[src/rtl/cpu_selftest_sequencer.sv]
// Self-test controller for the multi-cycle CPU: loads a program image, runs the
// CPU until it parks on a jal-to-self loop (or times out), then checks registers.
module cpu_selftest_sequencer #(
   parameter int PROG_WORDS     = 22,
   parameter int NUM_CHECKS     = 8,
   parameter int TIMEOUT_CYCLES = 1000,
   parameter int HALT_REPEAT    = 16,
   localparam int PW = (PROG_WORDS > 1) ? $clog2(PROG_WORDS) : 1,
   localparam int CW = (NUM_CHECKS > 1) ? $clog2(NUM_CHECKS) : 1,
   localparam int TW = ($clog2(TIMEOUT_CYCLES + 1) > 1) ? $clog2(TIMEOUT_CYCLES + 1) : 1
) (
   input  logic          clk_i,
   input  logic          reset_i,
   input  logic          start_i,
   output logic [PW-1:0] img_addr_o,
   input  logic [31:0]   img_data_i,
   output logic          mem_wr_en_o,
   output logic [31:0]   mem_wr_addr_o,
   output logic [31:0]   mem_wr_data_o,
   output logic          cpu_reset_o,
   input  logic [31:0]   pc_current_i,
   output logic [CW-1:0] exp_idx_o,
   input  logic [4:0]    exp_reg_i,
   input  logic [31:0]   exp_val_i,
   output logic [4:0]    dbg_reg_addr_o,
   input  logic [31:0]   dbg_reg_data_i,
   output logic          busy_o,
   output logic          done_o,
   output logic          pass_o,
   output logic          timeout_o,
   output logic [CW-1:0] fail_idx_o,
   output logic [31:0]   fail_actual_o,
   output logic [TW-1:0] cycle_count_o
);

   localparam int HW = ($clog2(HALT_REPEAT + 1) > 1) ? $clog2(HALT_REPEAT + 1) : 1;

   localparam logic [2:0] S_IDLE  = 3'd0;
   localparam logic [2:0] S_LOAD  = 3'd1;
   localparam logic [2:0] S_RUN   = 3'd2;
   localparam logic [2:0] S_CHECK = 3'd3;
   localparam logic [2:0] S_DONE  = 3'd4;

   localparam logic [PW-1:0] LAST_WORD   = PW'(PROG_WORDS - 1);
   localparam logic [CW-1:0] LAST_CHECK  = CW'(NUM_CHECKS - 1);
   localparam logic [TW-1:0] TIMEOUT_VAL = TW'(TIMEOUT_CYCLES);
   localparam logic [HW-1:0] HALT_VAL    = HW'(HALT_REPEAT);

   logic [2:0]    state_q, state_d;
   logic [PW-1:0] word_cnt_q, word_cnt_d;
   logic [CW-1:0] chk_idx_q, chk_idx_d;
   logic [HW-1:0] halt_cnt_q, halt_cnt_d;
   logic [TW-1:0] cycle_cnt_q, cycle_cnt_d;
   logic [31:0]   pc_prev_q, pc_prev_d;
   logic          pass_q, pass_d;
   logic          timeout_q, timeout_d;
   logic [CW-1:0] fail_idx_q, fail_idx_d;
   logic [31:0]   fail_actual_q, fail_actual_d;
   logic          mem_wr_en_q, mem_wr_en_d;
   logic          cpu_reset_q, cpu_reset_d;
   logic          busy_q, busy_d;
   logic          done_q, done_d;
   logic [TW-1:0] cycle_next_s;
   logic [HW-1:0] halt_next_s;
   logic [31:0]   word_cnt_ext_s;

   // Next-state and result logic for the load/run/check sequence.
   always_comb begin
      state_d       = state_q;
      word_cnt_d    = word_cnt_q;
      chk_idx_d     = chk_idx_q;
      halt_cnt_d    = halt_cnt_q;
      cycle_cnt_d   = cycle_cnt_q;
      pc_prev_d     = pc_prev_q;
      pass_d        = pass_q;
      timeout_d     = timeout_q;
      fail_idx_d    = fail_idx_q;
      fail_actual_d = fail_actual_q;
      cycle_next_s  = cycle_cnt_q + TW'(1);
      halt_next_s   = (pc_current_i == pc_prev_q) ? (halt_cnt_q + HW'(1)) : {HW{1'b0}};

      case (state_q)
         S_IDLE, S_DONE: begin
            if (start_i) begin
               state_d       = S_LOAD;
               word_cnt_d    = {PW{1'b0}};
               chk_idx_d     = {CW{1'b0}};
               pass_d        = 1'b0;
               timeout_d     = 1'b0;
               fail_idx_d    = {CW{1'b0}};
               fail_actual_d = 32'd0;
               cycle_cnt_d   = {TW{1'b0}};
            end else begin
               state_d = state_q;
            end
         end
         S_LOAD: begin
            if (word_cnt_q == LAST_WORD) begin
               state_d     = S_RUN;
               pc_prev_d   = 32'd0;
               halt_cnt_d  = {HW{1'b0}};
               cycle_cnt_d = {TW{1'b0}};
            end else begin
               word_cnt_d = word_cnt_q + PW'(1);
            end
         end
         S_RUN: begin
            pc_prev_d   = pc_current_i;
            cycle_cnt_d = cycle_next_s;
            halt_cnt_d  = halt_next_s;
            // A halt seen on the timeout cycle still counts as a halt.
            if (halt_next_s == HALT_VAL) begin
               state_d   = S_CHECK;
               chk_idx_d = {CW{1'b0}};
            end else if (cycle_next_s == TIMEOUT_VAL) begin
               state_d   = S_DONE;
               timeout_d = 1'b1;
               pass_d    = 1'b0;
            end else begin
               state_d = S_RUN;
            end
         end
         S_CHECK: begin
            if (dbg_reg_data_i != exp_val_i) begin
               state_d       = S_DONE;
               fail_idx_d    = chk_idx_q;
               fail_actual_d = dbg_reg_data_i;
               pass_d        = 1'b0;
            end else if (chk_idx_q == LAST_CHECK) begin
               state_d = S_DONE;
               pass_d  = 1'b1;
            end else begin
               chk_idx_d = chk_idx_q + CW'(1);
            end
         end
         default: begin
            state_d = S_IDLE;
         end
      endcase

      mem_wr_en_d = (state_d == S_LOAD);
      busy_d      = (state_d == S_LOAD) || (state_d == S_RUN) || (state_d == S_CHECK);
      done_d      = (state_d == S_DONE);
      cpu_reset_d = !((state_d == S_RUN) || (state_d == S_CHECK));
   end

   // State, counters and registered status outputs.
   always_ff @(posedge clk_i) begin
      if (reset_i) begin
         state_q       <= S_IDLE;
         word_cnt_q    <= {PW{1'b0}};
         chk_idx_q     <= {CW{1'b0}};
         halt_cnt_q    <= {HW{1'b0}};
         cycle_cnt_q   <= {TW{1'b0}};
         pc_prev_q     <= 32'd0;
         pass_q        <= 1'b0;
         timeout_q     <= 1'b0;
         fail_idx_q    <= {CW{1'b0}};
         fail_actual_q <= 32'd0;
         mem_wr_en_q   <= 1'b0;
         cpu_reset_q   <= 1'b1;
         busy_q        <= 1'b0;
         done_q        <= 1'b0;
      end else begin
         state_q       <= state_d;
         word_cnt_q    <= word_cnt_d;
         chk_idx_q     <= chk_idx_d;
         halt_cnt_q    <= halt_cnt_d;
         cycle_cnt_q   <= cycle_cnt_d;
         pc_prev_q     <= pc_prev_d;
         pass_q        <= pass_d;
         timeout_q     <= timeout_d;
         fail_idx_q    <= fail_idx_d;
         fail_actual_q <= fail_actual_d;
         mem_wr_en_q   <= mem_wr_en_d;
         cpu_reset_q   <= cpu_reset_d;
         busy_q        <= busy_d;
         done_q        <= done_d;
      end
   end

   assign word_cnt_ext_s = 32'(word_cnt_q);
   assign img_addr_o     = word_cnt_q;
   assign mem_wr_addr_o  = {word_cnt_ext_s[29:0], 2'b00};
   assign mem_wr_data_o  = img_data_i;
   assign mem_wr_en_o    = mem_wr_en_q;
   assign cpu_reset_o    = cpu_reset_q;
   assign exp_idx_o      = chk_idx_q;
   assign dbg_reg_addr_o = exp_reg_i;
   assign busy_o         = busy_q;
   assign done_o         = done_q;
   assign pass_o         = pass_q;
   assign timeout_o      = timeout_q;
   assign fail_idx_o     = fail_idx_q;
   assign fail_actual_o  = fail_actual_q;
   assign cycle_count_o  = cycle_cnt_q;

endmodule

[config.mk]
export PLATFORM = sky130hd
export DESIGN_NAME = cpu_selftest_sequencer
export DESIGN_NICKNAME = d
export VERILOG_FILES = /design/src/rtl/cpu_selftest_sequencer.sv
export SDC_FILE = /design/constraint.sdc
export NUM_CORES = 1
export LEC_CHECK = 0
export CORE_MARGIN = 2
export CORE_UTILIZATION = 25
export DETAILED_ROUTE_END_ITERATION = 10
export GPL_ROUTABILITY_DRIVEN = 0
export SLEW_MARGIN = 20
export SYNTH_ARGS = -nofsm -noshare
export SYNTH_HDL_FRONTEND = slang
export SYNTH_SLANG_ARGS = --single-unit
[constraint.sdc]
create_clock -name clk_i -period 2.25 [get_ports clk_i]
set_clock_uncertainty 0.2 [all_clocks]
set_input_delay 0.45 -clock clk_i [delete_from_list [all_inputs] [get_ports clk_i]]
set_output_delay 0.45 -clock clk_i [all_outputs]
set_load 0.1 [all_outputs]
==> flow_metrics.py <==
metrics = {
    "clock_network": {
        "numCtsBuffers": 9,
        "cts_root_buf": "clkbuf_16",
        "clock_path_buffers": 2,
        "clk_latency_ns": 0.35,
        "path_clk_slew_ns": 0.07,
        "cts_max_level": 3,
        "cts_tree": "built",
        "clock_sinks": 99,
        "hold_buffers": 0,
    },
    "synthesis": {
        "syn_inst": 617,
        "avgSynthCellArea_um2": 8.34,
        "synth-edff-count": 0,
        "synth.cell_area_mm2": 0.00515,
        "ys_ff_latch": 99,
        "synth_warnings": 0,
        "synth.largest_area_cell": "dfxtp_1",
        "yosys_most_used_dff": "dfxtp_1",
        "synth.most_common_cell": "dfxtp_1",
        "yosys-top-cells-count": "dfxtp_1 (99), buf_4 (69), xnor2_1 (63), nor2_1 (61), a21oi_1 (57)",
        "yosysTopAreaCellShare_pct": 38.5,
        "ys_seq_area_share_pct": 38.5,
        "async_flop_share_pct": 0,
        "synth_area_leaders": "dfxtp_1 (38%), xnor2_1 (11%), buf_4 (10%), a21oi_1 (5.5%), a22oi_1 (4.8%)",
        "synth.distinct_cells": 46,
    },
    "setup_path": {
        "endpoint_kind": "register",
        "crit_arrival_ns": 2.31,
        "critPathSlowestCell": "clkdlybuf4s50_1",
        "critPathKind": "in -> reg",
        "path_buf_inv": 2,
        "path_max_fanout": 4,
        "critical_path_required_ns": 2.29,
        "path_cells": "clkdlybuf4s50_1 > xnor2_1 > nand4_1 > nor4_2 > buf_4 > nand2_4 > o31a_1 > nor2b_4 > or3_1",
        "cp_top_family": "simple AND/OR/NAND/NOR gates",
        "cpPeakStageDelay_ns": 0.47,
        "start_kind": "primary input",
    },
    "placement": {
        "dpl_cell_area_mm2": 0.00692,
        "pre_cts_ws_ns": -0.881,
        "hpwl_um": 10700,
        "portBuffers": 162,
    },
    "sta": {
        "slew_headroom_pct": 56.4,
        "fin_crit_sh_pct": 101,
        "fmax_ghz": 0.440,
        "finalHoldViolCount": 0,
        "setup_viol": 1,
        "rsz0062_at_grt": "yes",
        "fin_ws_ns": -0.0249,
        "maxSlewViolCount": 0,
        "period_needed_ns": 2.27,
        "whs_ns": 0.160,
        "tightestPinTransition_ns": 0.654,
    },
    "power": {
        "vdd_drop_max_mv": 0.400,
        "p_int_mw": 2.88,
        "p_seq_share_pct": 43.2,
        "power_density_mw_per_mm2": 540,
        "power_frac_comb_pct": 17.9,
        "leakagePower_nw": 3.01,
        "clockPowerShare_pct": 39.0,
        "switching_share_pct": 29.4,
        "power_switching_mw": 1.20,
        "power_mw": 4.07,
    },
    "global_routing": {
        "track_usage_pct": 13.0,
        "grt_pass1_vias": 4324,
        "grt_overflow": 0,
        "antenna_found_initial": 5,
        "grt_pass1_wl_um": 22700,
        "grt_max_degree": 57,
    },
    "die": {
        "core_area_mm2": 0.0202,
        "die-area_mm2": 0.0218,
        "initial_core_util_pct": 25.4,
        "io_pins": 264,
        "core.rowCount": 52,
        "chipHeight_um": 148,
        "die_x_um": 148,
    },
    "cells_and_area": {
        "final.fill_count": 2062,
        "syn_to_final_growth_pct": 46.6,
        "design_area_mm2": 0.00755,
        "drive_above_1_share_pct": 26.8,
        "fin_nets": 914,
        "utilization_pct": 37.3,
    },
    "job": {
        "drv_cap": 0,
    },
    "detailed_routing": {
        "avgRoutedWirePerCell_um": 14.4,
        "drc": 0,
        "drt-pass1-iter-count": 5,
        "route.vias.total": 4664,
        "wl_um": 15100,
        "via_per_inst": 4.44,
        "antenna_left": 0,
        "drt_iter0_markers": 168,
    },
    "status": {
        "outcome": "finished, violations left",
        "violations": "setup timing",
    },
    "worst_hold_path": {
        "worstHoldPathType": "in -> reg",
    },
}
-- cell families (layout without fill, tap and decap cells) --
group / after synthesis / after routing / synth area share, %
buffers and inverters: 105 / 239 / 12.7
and+or+nand+nor: 214 / 214 / 20.6
adders and majority gates: 6 / 6 / 1.46
DFF: 99 / 99 / 38.5
other: 1 / 31 / 0.0728
xor gates and xnor gates: 70 / 70 / 11.9
muxes: 2 / 2 / 0.389
AOI/OAI and AO/OA: 120 / 120 / 14.4
-- timing repair --
action	4_1_cts	5_1_grt
gates resized for setup	117	55
buffers inserted	2	4
endpoints found under the setup margin	50	49
pin swaps	49	20
cloned	0	4
-- through the flow --
step | setup TNS (ns) | std cells
finish | -0.0249 | 1051
detailed placement | -37.75 | 1021
floorplan | -0.255 | 643
global route | -1.10 | 1049
global placement | -36.20 | 1021
CTS | -0.0234 | 1039
-- placed cells by master, fill, tap and decap left out, types with 27 or more instances in the layout --
cell           instances
buf_4                105
dfxtp_1               79
dlygate4sd2_1         62
nor2_1                60
a21oi_1               54
xnor2_1               52
nand2_1               44
nand3_1               42
a22oi_1               33
conb_1                27
-- power groups by stage --
stage	Clock, mW	Sequential [mW]	Combinational, mW
2_1_floorplan	0	1.84	0.727
3_3_place_gp	0	1.80	0.730
3_5_place_dp	0	1.80	0.731
4_1_cts	1.67	1.76	0.695
5_1_grt	1.74	1.76	0.763
6_report	1.59	1.76	0.727
-- state kept, by name, summed over array words and instances (netlist names) --
| signal | count |
|---|---|
| fail_actual_o | 32 |
| pc_prev_q | 32 |
| cycle_count_o | 10 |
| halt_cnt_q | 5 |
| img_addr_o | 5 |
| exp_idx_o | 3 |
| fail_idx_o | 3 |
| state_q | 3 |
| busy_o | 1 |
| cpu_reset_o | 1 |
| done_o | 1 |
| mem_wr_en_o | 1 |
| pass_o | 1 |
| timeout_o | 1 |
-- layer usage --
metal / vias to the layer above / track usage [%] / wire length, um
li1: 2353 / - / -
met1: 2139 / 15.2 / 6220
met2: 148 / 22.1 / 7410
met3: 22 / 4.88 / 1200
met4: 2 / 4.28 / 250
met5: - / 0 / 13
-- area by class of cell --
class / count / area [um^2] / area share, %
multi-input combinational: 439 / 2890 / 38.3
clock buffer: 9 / 225 / 2.98
timing repair buffer: 219 / 1960 / 26.0
sequential: 99 / 2030 / 26.9
inverter: 4 / 15.0 / 0.199
clock inverter: 7 / 75.1 / 0.995
tap: 270 / 338 / 4.48
antenna: 4 / 10.0 / 0.133
-- final timing paths --
check	startpoint	to	slack [ns]	cells past startpoint
max	exp_val_i[21]	cpu_reset_o$_SDFF_PP1_	-0.02	9
min	dbg_reg_data_i[4]	fail_actual_o[4]$_SDFFE_PP0P_	0.16	3
max reg2reg	pc_prev_q[22]$_SDFFE_PP0P_	cpu_reset_o$_SDFF_PP1_	0.02	8
min reg2reg	fail_actual_o[27]$_SDFFE_PP0P_	fail_actual_o[27]$_SDFFE_PP0P_	0.25	2
-- worst register-to-register path, delay by kind of cell (launching register included) --
kind,cells,cell delay [ns]
flops,1,0.33
buf+inv,1,0.16
simple gates,5,1.08
compound gates,1,0.20
xor+xnor,1,0.15
Note: power is estimated with default switching activity, not from simulation.
==> patch, RTL diff (same flow settings) <==
Make the reset (`reset_i`) asynchronous in one clocked block.
--- a/src/rtl/cpu_selftest_sequencer.sv
+++ b/src/rtl/cpu_selftest_sequencer.sv
@@ -146,5 +146,5 @@
 
    // State, counters and registered status outputs.
-   always_ff @(posedge clk_i) begin
+   always_ff @(posedge clk_i or posedge reset_i) begin
       if (reset_i) begin
          state_q       <= S_IDLE;
Function: differs if reset_i is asserted again (counterexample within 4 cycles, from zero or initial values and one cycle with reset_i high); with reset_i held inactive, the same outputs for 10 cycles.
==> patch against the unedited design <==
  * Area after synthesis up 10%
  * Routed wire length rose by 15%
  * Die area increased by 10%
  * Setup slack better by 0.042 ns
  * Sequential cell count unchanged
  * Maximum frequency is 1.9% higher
  * Worst hold slack gained 0.015 ns
  * Final area up 9.8%
Power is not compared: it rests on default switching activity, and its combinational part moved more than twofold at a synthesized area within 25%.
==> patch: results (changes against the unedited design) <==
| Metric | Value |
|---|---|
| Status | finished clean |
| Hold_ws | 0.1754 ns (+0.01520 ns) |
| Reg2reg start | cycle_count_o[0] |
| Layout cells sized above 1 | 0.3162 (+0.04850) |
| Placed Instance Area | 7591 um^2 (+9.7%) |
| Detail Placement HPWL | 11630 um (+8.5%) |
| Most common library cells after synthesis | dfrtp_1, nand2_1, buf_4 |
| Routing usage on met3 | 0.03502 (-0.01374) |
| DR iter-0 viols | 180 (+7.1%) |
| Met3 WL post-DR | 1185 um (-1.3%) |
| Met2 WL post-DR | 8416 um (+14%) |
| Dpl ws | -0.7384 ns (+0.1428 ns) |
| Post-Synth Adder-Cell Area | 0.01322 (-0.001365) |
| Layout Area Growth over Synthesis | 45.84% |
| Worst min-delay path startpoint | pc_current_i[4] |
| Wl on met1 | 7475 um (+20%) |
| Initial antenna violation count | 0 (-5) |
| Reg2Reg Depth | 9 (+1) |
| Filler Cells Inserted | 2266 (+9.9%) |
| Post-synthesis mux area share | 0.007489 (+0.003601) |
| Largest net degree at the start of global routing | 58 (+1.8%) |
| All-Layer GR Usage | 0.1410 (+0.01069) |
| M2 GR Usage | 0.2324 (+0.01166) |
| Area contributors post-synth | dfrtp_1, buf_4, xnor2_1, nand2_1, nand4_1 |
| Via density | 4.646 (+4.7%) |
| Register area share after synthesis | 0.4363 (+0.05141) |
| CP startpoint | dbg_reg_data_i[21] |
| First-pass GRT wire length | 26350 um (+16%) |
| Critical path arrival | 2.27 ns (-0.04 ns) |
| Placed cell count | 1027 (+0.59%) |
| Worst Setup EP | pass_o |
| FFs w/ async S/R, synth | 1.000 (+1.000) |
| DRT Wirelength | 17390 um (+15%) |
| R2r setup slk | 0.05 ns (+0.03 ns) |
| Slowest stage delay, CP | 0.34 ns (-0.13 ns) |
| Vias in the first global route | 4816 (+11%) |
| # diodes | 0 (-4) |
| Met1 Use GR | 0.1807 (+0.02848) |
| Highest metal used | met4 |
| Layout Cells excl Fill | 1063 (+1.1%) |
| Syn_area_per_cell | 9.467 um^2 (+13%) |
| Worst-path maximum fanout | 3 (-1) |
patch: power groups by stage:
stage,Clock [W],Combinational [W],Sequential [W]
floorplan,0,0.00201,0.00460
global placement,0,0.00469,0.00281
detailed placement,0,0.00471,0.00284
CTS,0.00180,0.00480,0.00281
global route,0.00187,0.00512,0.00289
finish,0.00174,0.00487,0.00281
patch: critical path, delay by kind of cell:
| family | cells | cell delay, ns |
|---|---|---|
| simple gates | 4 | 0.68 |
| buf+inv | 3 | 0.41 |
| mux | 1 | 0.31 |
| compound gates | 1 | 0.27 |
| xor+xnor | 1 | 0.15 |
patch: cell type report:
class                   instances  share of cell area
inverters                       8            0.004078
repair buffers                236              0.2701
well taps                     285             0.04304
multi-input cells             419              0.3421
clock buffers                  11             0.02930
flip-flops and latches         99              0.3012
clock inverters                 5             0.01027
patch: timing repair:
action                                  4_1_cts  5_1_grt
gates resized for setup                     110      116
cloned                                        5        2
hold endpoints to repair                      0        0
pin swaps                                    42       57
endpoints found under the setup margin       47       48
buffers inserted                              6        7
